==> config.mk <==
export PLATFORM = sky130hd
export DESIGN_NAME = sync_ram_arbiter
export DESIGN_NICKNAME = d
export VERILOG_FILES = /design/src/rtl/sync_ram_arbiter.sv
export SDC_FILE = /design/constraint.sdc
export NUM_CORES = 1
export LEC_CHECK = 0
export ABC_AREA = 1
export BUFFER_PORTS_ARGS = -buffer_cell sky130_fd_sc_hd__buf_2
export CORE_MARGIN = 3
export CORE_UTILIZATION = 28
export DETAILED_ROUTE_END_ITERATION = 10
export GPL_TIMING_DRIVEN = 0
export PLACE_DENSITY_LB_ADDON = 0.05
export SLEW_MARGIN = 30
export SYNTH_ARGS = -nofsm -noshare
export SYNTH_HDL_FRONTEND = slang
export SYNTH_SLANG_ARGS = --single-unit
==> constraint.sdc <==
create_clock -name clk -period 0.9 [get_ports clk]
set_input_delay 0.045 -clock clk [delete_from_list [all_inputs] [get_ports clk]]
set_output_delay 0.045 -clock clk [all_outputs]
set_load 0.01 [all_outputs]
==> src/rtl/sync_ram_arbiter.sv <==
// sync_ram_arbiter: round-robin arbiter that gives two requesters
// shared access to one single-port synchronous RAM.
//
// Ports
//   clk, rst_n        clock, synchronous active-low reset
//   a_req/a_we        requester A access request, write(1)/read(0)
//   a_addr/a_wdata    requester A address and write data
//   a_gnt             A's access goes to the RAM this cycle
//   a_rvalid/a_rdata  A's read result (read issued last cycle)
//   b_*               same set for requester B
//   ram_ce/ram_we     RAM clock enable / write enable
//   ram_addr/wdata    RAM address / write data
//   ram_rdata         RAM registered read data
module sync_ram_arbiter #(
  parameter int ADDR_BITS = 2,
  parameter int WIDTH     = 18,
  parameter int EXPONENT  = -12
) (
  input  logic                 clk,
  input  logic                 rst_n,
  input  logic                 a_req,
  input  logic                 a_we,
  input  logic [ADDR_BITS-1:0] a_addr,
  input  logic [WIDTH-1:0]     a_wdata,
  output logic                 a_gnt,
  output logic                 a_rvalid,
  output logic [WIDTH-1:0]     a_rdata,
  input  logic                 b_req,
  input  logic                 b_we,
  input  logic [ADDR_BITS-1:0] b_addr,
  input  logic [WIDTH-1:0]     b_wdata,
  output logic                 b_gnt,
  output logic                 b_rvalid,
  output logic [WIDTH-1:0]     b_rdata,
  output logic                 ram_ce,
  output logic                 ram_we,
  output logic [ADDR_BITS-1:0] ram_addr,
  output logic [WIDTH-1:0]     ram_wdata,
  input  logic [WIDTH-1:0]     ram_rdata
);

  typedef enum logic {
    LAST_A = 1'b0,
    LAST_B = 1'b1
  } last_e;

  typedef enum logic [1:0] {
    TAG_NONE = 2'd0,
    TAG_A    = 2'd1,
    TAG_B    = 2'd2
  } tag_e;

  last_e prio_q, prio_d;
  tag_e  tag_q, tag_d;

  // Data words carry a fixed binary exponent; nothing here scales them.
  logic [31:0] unused_exp;
  assign unused_exp = EXPONENT;

  // Grants are purely combinational; reset masks them.
  always_comb begin
    a_gnt = 1'b0;
    b_gnt = 1'b0;
    if (rst_n) begin
      unique case (1'b1)
        (a_req && !b_req): a_gnt = 1'b1;
        (b_req && !a_req): b_gnt = 1'b1;
        (a_req && b_req): begin
          a_gnt = (prio_q == LAST_B);
          b_gnt = (prio_q == LAST_A);
        end
        default: ;
      endcase
    end
  end

  always_comb begin
    ram_ce    = a_gnt | b_gnt;
    ram_we    = 1'b0;
    ram_addr  = '0;
    ram_wdata = '0;
    if (a_gnt) begin
      ram_we    = a_we;
      ram_addr  = a_addr;
      ram_wdata = a_wdata;
    end else if (b_gnt) begin
      ram_we    = b_we;
      ram_addr  = b_addr;
      ram_wdata = b_wdata;
    end
  end

  always_comb begin
    prio_d = prio_q;
    tag_d  = TAG_NONE;
    if (a_gnt) begin
      prio_d = LAST_A;
      if (!a_we) tag_d = TAG_A;
    end else if (b_gnt) begin
      prio_d = LAST_B;
      if (!b_we) tag_d = TAG_B;
    end
  end

  // Reset leaves A to win the first tie.
  always_ff @(posedge clk) begin
    if (!rst_n) begin
      prio_q <= LAST_B;
      tag_q  <= TAG_NONE;
    end else begin
      prio_q <= prio_d;
      tag_q  <= tag_d;
    end
  end

  // rvalid follows the tag even during reset, so a read issued just
  // before reset still completes.
  assign a_rvalid = (tag_q == TAG_A);
  assign b_rvalid = (tag_q == TAG_B);
  assign a_rdata  = ram_rdata;
  assign b_rdata  = ram_rdata;

endmodule

* Yosys cells after proc, flatten, opt, wreduce, memory -nomap -nowiden
Cells that the tools add are included.
Storage, ports and cells: bits of input ports 64, ROM bits 0, word-level logic and storage cells 28, memories kept 0, bits in writable memories 0, output and inout port bits 62, register bits after elaboration 3, latch bits 0
Cells by class: mux-type cells 16, shift-type cells 0, divide/modulo/power cells 0, reduce and logical (&&, ||, !) cells 6, $lt $le $gt $ge 0, add/subtract/negate cells 0, $mul 0, equality and inequality tests 2, bitwise gates (word level) 2
Operators by type and width (number):
- $mux W18 | 2
- $mux W2 | 5
- $mux W1 | 7
- $pmux W1 S2 | 2
- $logic_and A1 B1 Y1 | 3
- $eq A2 B1 Y1 const B | 1
- $eq A2 B2 Y1 const B | 1
- $logic_not A1 Y1 | 2
- $reduce_bool A2 Y1 | 1
- $not A1 Y1 | 1
- $or A1 B1 Y1 | 1

* Depth between registers and ports, before layout
depth in word-level cells 6, gate-level depth with buffers 5, depth with buffers taken out 4

* Worst setup path after synthesis
Ideal clock, no wire load.
kind flip-flop to output port, start point register prio_q, end point output ram_addr[0], data arrival time 0.754 ns, path slack 0.101 ns, path buffers 1, required time 0.855 ns, cell stages (with the launch flop) 6, path through dfxtp_1 inv_1 nand2_2 buf_4 nand3_1 nand2_1
On the way: word-level cells in the longest chain between the ends 5, elaborated cells on any way between the ends 7, classes of those cells 6 x mux; 1 x bitwise
RTL lines:
- from (decl) | RTL line 53 | last_e prio_q, prio_d;
- from (signal assigned) | RTL line 111 | prio_q <= prio_d;
- $not A1 Y1 | RTL line 70 | b_gnt = (prio_q == LAST_A);
- $pmux W1 S2 | RTL line 65 | unique case (1'b1)
- $mux W1 | RTL line 64 | if (rst_n) begin
- $mux W2 | RTL line 86 | end else if (b_gnt) begin
- $mux W2 (*) | RTL line 82 | if (a_gnt) begin
- to (decl) | RTL line 37 | output logic [ADDR_BITS-1:0] ram_addr,
Every way passes the cells marked *; elsewhere a longest branch is shown, timed or not.

* Worst setup path in the final report
start point register prio_q, end point output ram_wdata[10]
On the way: word-level cells in the longest chain between the ends 5, elaborated cells on any way between the ends 7, classes of those cells 6 x mux; 1 x bitwise
RTL lines:
- $not A1 Y1 | RTL line 70
- $pmux W1 S2 | RTL line 65
- $mux W1 | RTL line 64
- $mux W18 | RTL line 86
- $mux W18 (*) | RTL line 82
- to (decl) | RTL line 38 | output logic [WIDTH-1:0] ram_wdata,
Marks and branches as above.

==> run_summary.xml <==
<?xml version="1.0" encoding="UTF-8"?>
<metrics>
  <group name="setup_path">
    <metric name="crit_arrival" unit="ns">1.12</metric>
    <metric name="cp_max_fo" unit="">6</metric>
    <metric name="critPathLaunchType" unit="">flip-flop</metric>
    <metric name="timing.reg2reg.worst_path_depth" unit="">5</metric>
    <metric name="startpoint" unit="">prio_q$_SDFFE_PN1P_</metric>
    <metric name="cp.required" unit="ns">0.85</metric>
    <metric name="crit-reg2reg-launch" unit="">prio_q$_SDFFE_PN1P_</metric>
    <metric name="end_kind" unit="">primary output</metric>
    <metric name="criticalPathCategory" unit="">reg -&gt; out</metric>
  </group>
  <group name="floorplanning">
    <metric name="die-width" unit="µm">58.1</metric>
    <metric name="rows" unit="">18</metric>
    <metric name="floorplan.core_area" unit="mm²">0.00252</metric>
    <metric name="die_area" unit="mm²">0.00337</metric>
    <metric name="initial_utilization" unit="">0.301</metric>
    <metric name="die_h" unit="µm">58.1</metric>
    <metric name="io_pins" unit="">126</metric>
  </group>
  <group name="pwr">
    <metric name="power.ir.vdd_worst" unit="µV">585</metric>
    <metric name="p_switching" unit="µW">395</metric>
    <metric name="sw_frac_of_total" unit="">0.364</metric>
    <metric name="report.power.total" unit="mW">1.08</metric>
    <metric name="power.density_cell_area" unit="mW/mm²">715</metric>
    <metric name="clock_power_share" unit="">0.215</metric>
    <metric name="part_of_the_power_in_combinational_logic" unit="">0.650</metric>
    <metric name="leakage" unit="nW">0.999</metric>
    <metric name="sequentialPowerShare" unit="">0.135</metric>
    <metric name="p_int" unit="µW">690</metric>
  </group>
  <group name="sta">
    <metric name="achievable-frequency" unit="MHz">859</metric>
    <metric name="report.final.slew_viol_count" unit="">0</metric>
    <metric name="slew-limit-headroom" unit="">0.904</metric>
    <metric name="final_critical_path_setup_slack" unit="ns">-0.265</metric>
    <metric name="final.setup.tns" unit="ns">-5.42</metric>
    <metric name="clock-skew-final" unit="ns">0.00388</metric>
    <metric name="hold_viol_final" unit="">0</metric>
    <metric name="worst_slew_pin_slew" unit="ns">0.143</metric>
    <metric name="finalCritPeriodShare" unit="">1.29</metric>
    <metric name="count_of_endpoints_failing_setup_in_the_final_report" unit="">24</metric>
    <metric name="unrepaired_setup_endpoints_after_global_routing" unit="">yes</metric>
    <metric name="whs" unit="ns">0.0520</metric>
    <metric name="final.min_clock_period" unit="ns">1.16</metric>
  </group>
  <group name="grt">
    <metric name="global_route.usage.total" unit="">0.162</metric>
    <metric name="grt_start_max_net_pins" unit="">11</metric>
    <metric name="vias_in_the_first_global_route" unit="">1134</metric>
    <metric name="globalRoute.totalOverflow" unit="">0</metric>
    <metric name="number_of_antenna_violations_at_the_first_check_in_global_routing" unit="">0</metric>
    <metric name="grt_pass1_wl" unit="µm">4480</metric>
  </group>
  <group name="synth">
    <metric name="ys_seq_elements" unit="">3</metric>
    <metric name="syn_avg_cell_area" unit="µm²">5.89</metric>
    <metric name="synth_fp_nets" unit="">193</metric>
    <metric name="post_synth_inst_count" unit="">129</metric>
    <metric name="synthesis.yosys.warnings" unit="">0</metric>
    <metric name="ys_seq_area_frac" unit="">0.0791</metric>
    <metric name="post-synth-top-area-cell" unit="">sky130_fd_sc_hd__buf_4</metric>
    <metric name="synthDistinctLibCells" unit="">11</metric>
    <metric name="synth.top_cell.area_share" unit="">0.395</metric>
    <metric name="synth_top_cells_by_area" unit="">sky130_fd_sc_hd__buf_4 40%, sky130_fd_sc_hd__nand3_1 28%, sky130_fd_sc_hd__nand2_1 13%</metric>
    <metric name="post_synth_instance_area" unit="µm²">759</metric>
  </group>
  <group name="layout">
    <metric name="layout.core_utilization" unit="">0.601</metric>
    <metric name="syn2layout_area_growth" unit="%">99.7</metric>
    <metric name="final.fill_count" unit="">246</metric>
    <metric name="layout.nets" unit="">312</metric>
    <metric name="insertedDiodeCount" unit="">0</metric>
    <metric name="finalInstanceArea" unit="mm²">0.00152</metric>
    <metric name="drive_above_1_share" unit="">0.721</metric>
  </group>
  <group name="min_path">
    <metric name="worstHoldPathCells" unit="">2</metric>
    <metric name="worst_hold_path_type" unit="">in -&gt; reg</metric>
    <metric name="worst_hold_startpoint" unit="">rst_n</metric>
  </group>
  <group name="cts">
    <metric name="cts_tree" unit="">built</metric>
    <metric name="cts_max_level" unit="">1</metric>
    <metric name="cts_buffer_depth" unit="">2</metric>
    <metric name="cts_buffers" unit="">3</metric>
    <metric name="clock_sink_count" unit="">3</metric>
    <metric name="clkTransAtPathRegs" unit="ns">0.03</metric>
    <metric name="clock-root-buffer" unit="">sky130_fd_sc_hd__clkbuf_4</metric>
    <metric name="clk_latency" unit="ns">0.23</metric>
  </group>
  <group name="detailed_routing">
    <metric name="ant_nets" unit="">0</metric>
    <metric name="avgRoutedWirePerCell" unit="µm">10.6</metric>
    <metric name="routed-via-count" unit="">1229</metric>
    <metric name="drtIter0Drc" unit="">78</metric>
    <metric name="detail_route.wirelength" unit="µm">2930</metric>
    <metric name="detail_route.drc_violations" unit="">0</metric>
    <metric name="vias_per_cell" unit="">4.44</metric>
    <metric name="drt_pass1_iterations" unit="">4</metric>
  </group>
  <group name="outcome">
    <metric name="outcome" unit="">finished with violations</metric>
    <metric name="failed_checks" unit="">negative setup slack</metric>
  </group>
  <group name="placement">
    <metric name="finalWeightedCongestion" unit="">0.632</metric>
    <metric name="post_dp_cell_area" unit="mm²">0.00133</metric>
    <metric name="numPortBuffers" unit="">107</metric>
    <metric name="dpl.hpwl" unit="µm">2310</metric>
  </group>
  <group name="flow_run">
    <metric name="max-cap-violations" unit="">0</metric>
  </group>
</metrics>
==> state kept, by name, indices dropped and copies added (netlist names) <==
register and flops:
prio_q 1, tag_q 2
==> stage by stage <==
stage / worst slack [ns] / cells
CTS: -0.277 / 277
finish: -0.265 / 277
global route: -0.346 / 277
detailed placement: -0.102 / 266
global placement: -0.0676 / 266
floorplan: 0.101 / 129
==> routing by layer <==
| metal | GRT usage | part of all wire | vias up |
|---|---|---|---|
| met2 | 0.308 | 0.52 | 79 |
| met4 | 0.0397 | 0 | 0 |
| met1 | 0.182 | 0.34 | 533 |
| met5 | 0 | 0 | - |
| li1 | - | - | 617 |
| met3 | 0.0312 | 0.13 | 0 |
==> Yosys cell counts, drive strengths merged <==
library cell,number
buf,44
dfxtp,3
inv,7
nand2,28
nand3,42
nor2,4
o211ai,1
==> final timing paths <==
kind | endpoint | slack (ns)
worst max-delay path | ram_wdata[10] | -0.26
worst min-delay path | prio_q$_SDFFE_PN1P_ | 0.05
worst max register to register | prio_q$_SDFFE_PN1P_ | -0.01
worst min register to register | tag_q[1]$_SDFF_PP0_ | 0.58
==> power groups by stage <==
stage	combinational (mW)	sequential, mW	clock (mW)
5_1_grt	0.770	0.147	0.262
6_report	0.705	0.147	0.233
4_1_cts	0.692	0.146	0.238
3_3_place_gp	0.626	0.146	0
2_1_floorplan	0.360	0.145	0
3_5_place_dp	0.635	0.146	0
==> cells in the final DEF (no fill, tap or decap) <==
cell and instances:
sky130_fd_sc_hd__clkbuf_4 3, sky130_fd_sc_hd__inv_2 3, sky130_fd_sc_hd__o211ai_1 1, sky130_fd_sc_hd__nand2_1 23
sky130_fd_sc_hd__nand2_4 1, sky130_fd_sc_hd__buf_2 106, sky130_fd_sc_hd__buf_6 10, sky130_fd_sc_hd__inv_1 4
sky130_fd_sc_hd__dfxtp_2 2, sky130_fd_sc_hd__nand2_2 4, sky130_fd_sc_hd__dlygate4sd3_1 2, sky130_fd_sc_hd__buf_4 40
sky130_fd_sc_hd__nand3_2 9, sky130_fd_sc_hd__dfxtp_1 1, sky130_fd_sc_hd__nand3_1 33, sky130_fd_sc_hd__clkbuf_1 1
sky130_fd_sc_hd__nor2_1 4
==> logic make-up after synthesis <==
logic type             share of synthesized area
and+or+nand+nor                            0.438
buffers and inverters                      0.473
DFF                                       0.0791
AOI/OAI and AO/OA                        0.00989
==> layout make-up <==
cell class,instances,area (µm²),share of cell area
buffer,44,353,0.233
multi-input combinational,75,400,0.264
inverter,7,26.3,0.0173
timing repair buffer,114,611,0.403
clock buffer,4,26.3,0.0173
sequential,3,62.6,0.0413
tap,30,37.5,0.0248
==> timing repair <==
item	in CTS	in global routing
hold endpoints to repair	2	0
hold buffers	2	0
resized for setup	18	11
setup buffers	3	0
cloned	2	0
setup endpoints to repair	24	25
pin swaps	5	10
==> worst max-delay path, stage by stage (launching register included) <==
cell,delay [ns]
sky130_fd_sc_hd__dfxtp_2,0.33
sky130_fd_sc_hd__inv_2,0.05
sky130_fd_sc_hd__nand2_4,0.10
sky130_fd_sc_hd__buf_6,0.14
sky130_fd_sc_hd__nand3_1,0.07
sky130_fd_sc_hd__nand2_1,0.06
sky130_fd_sc_hd__buf_2,0.13
(Power assumes the default switching activity.)
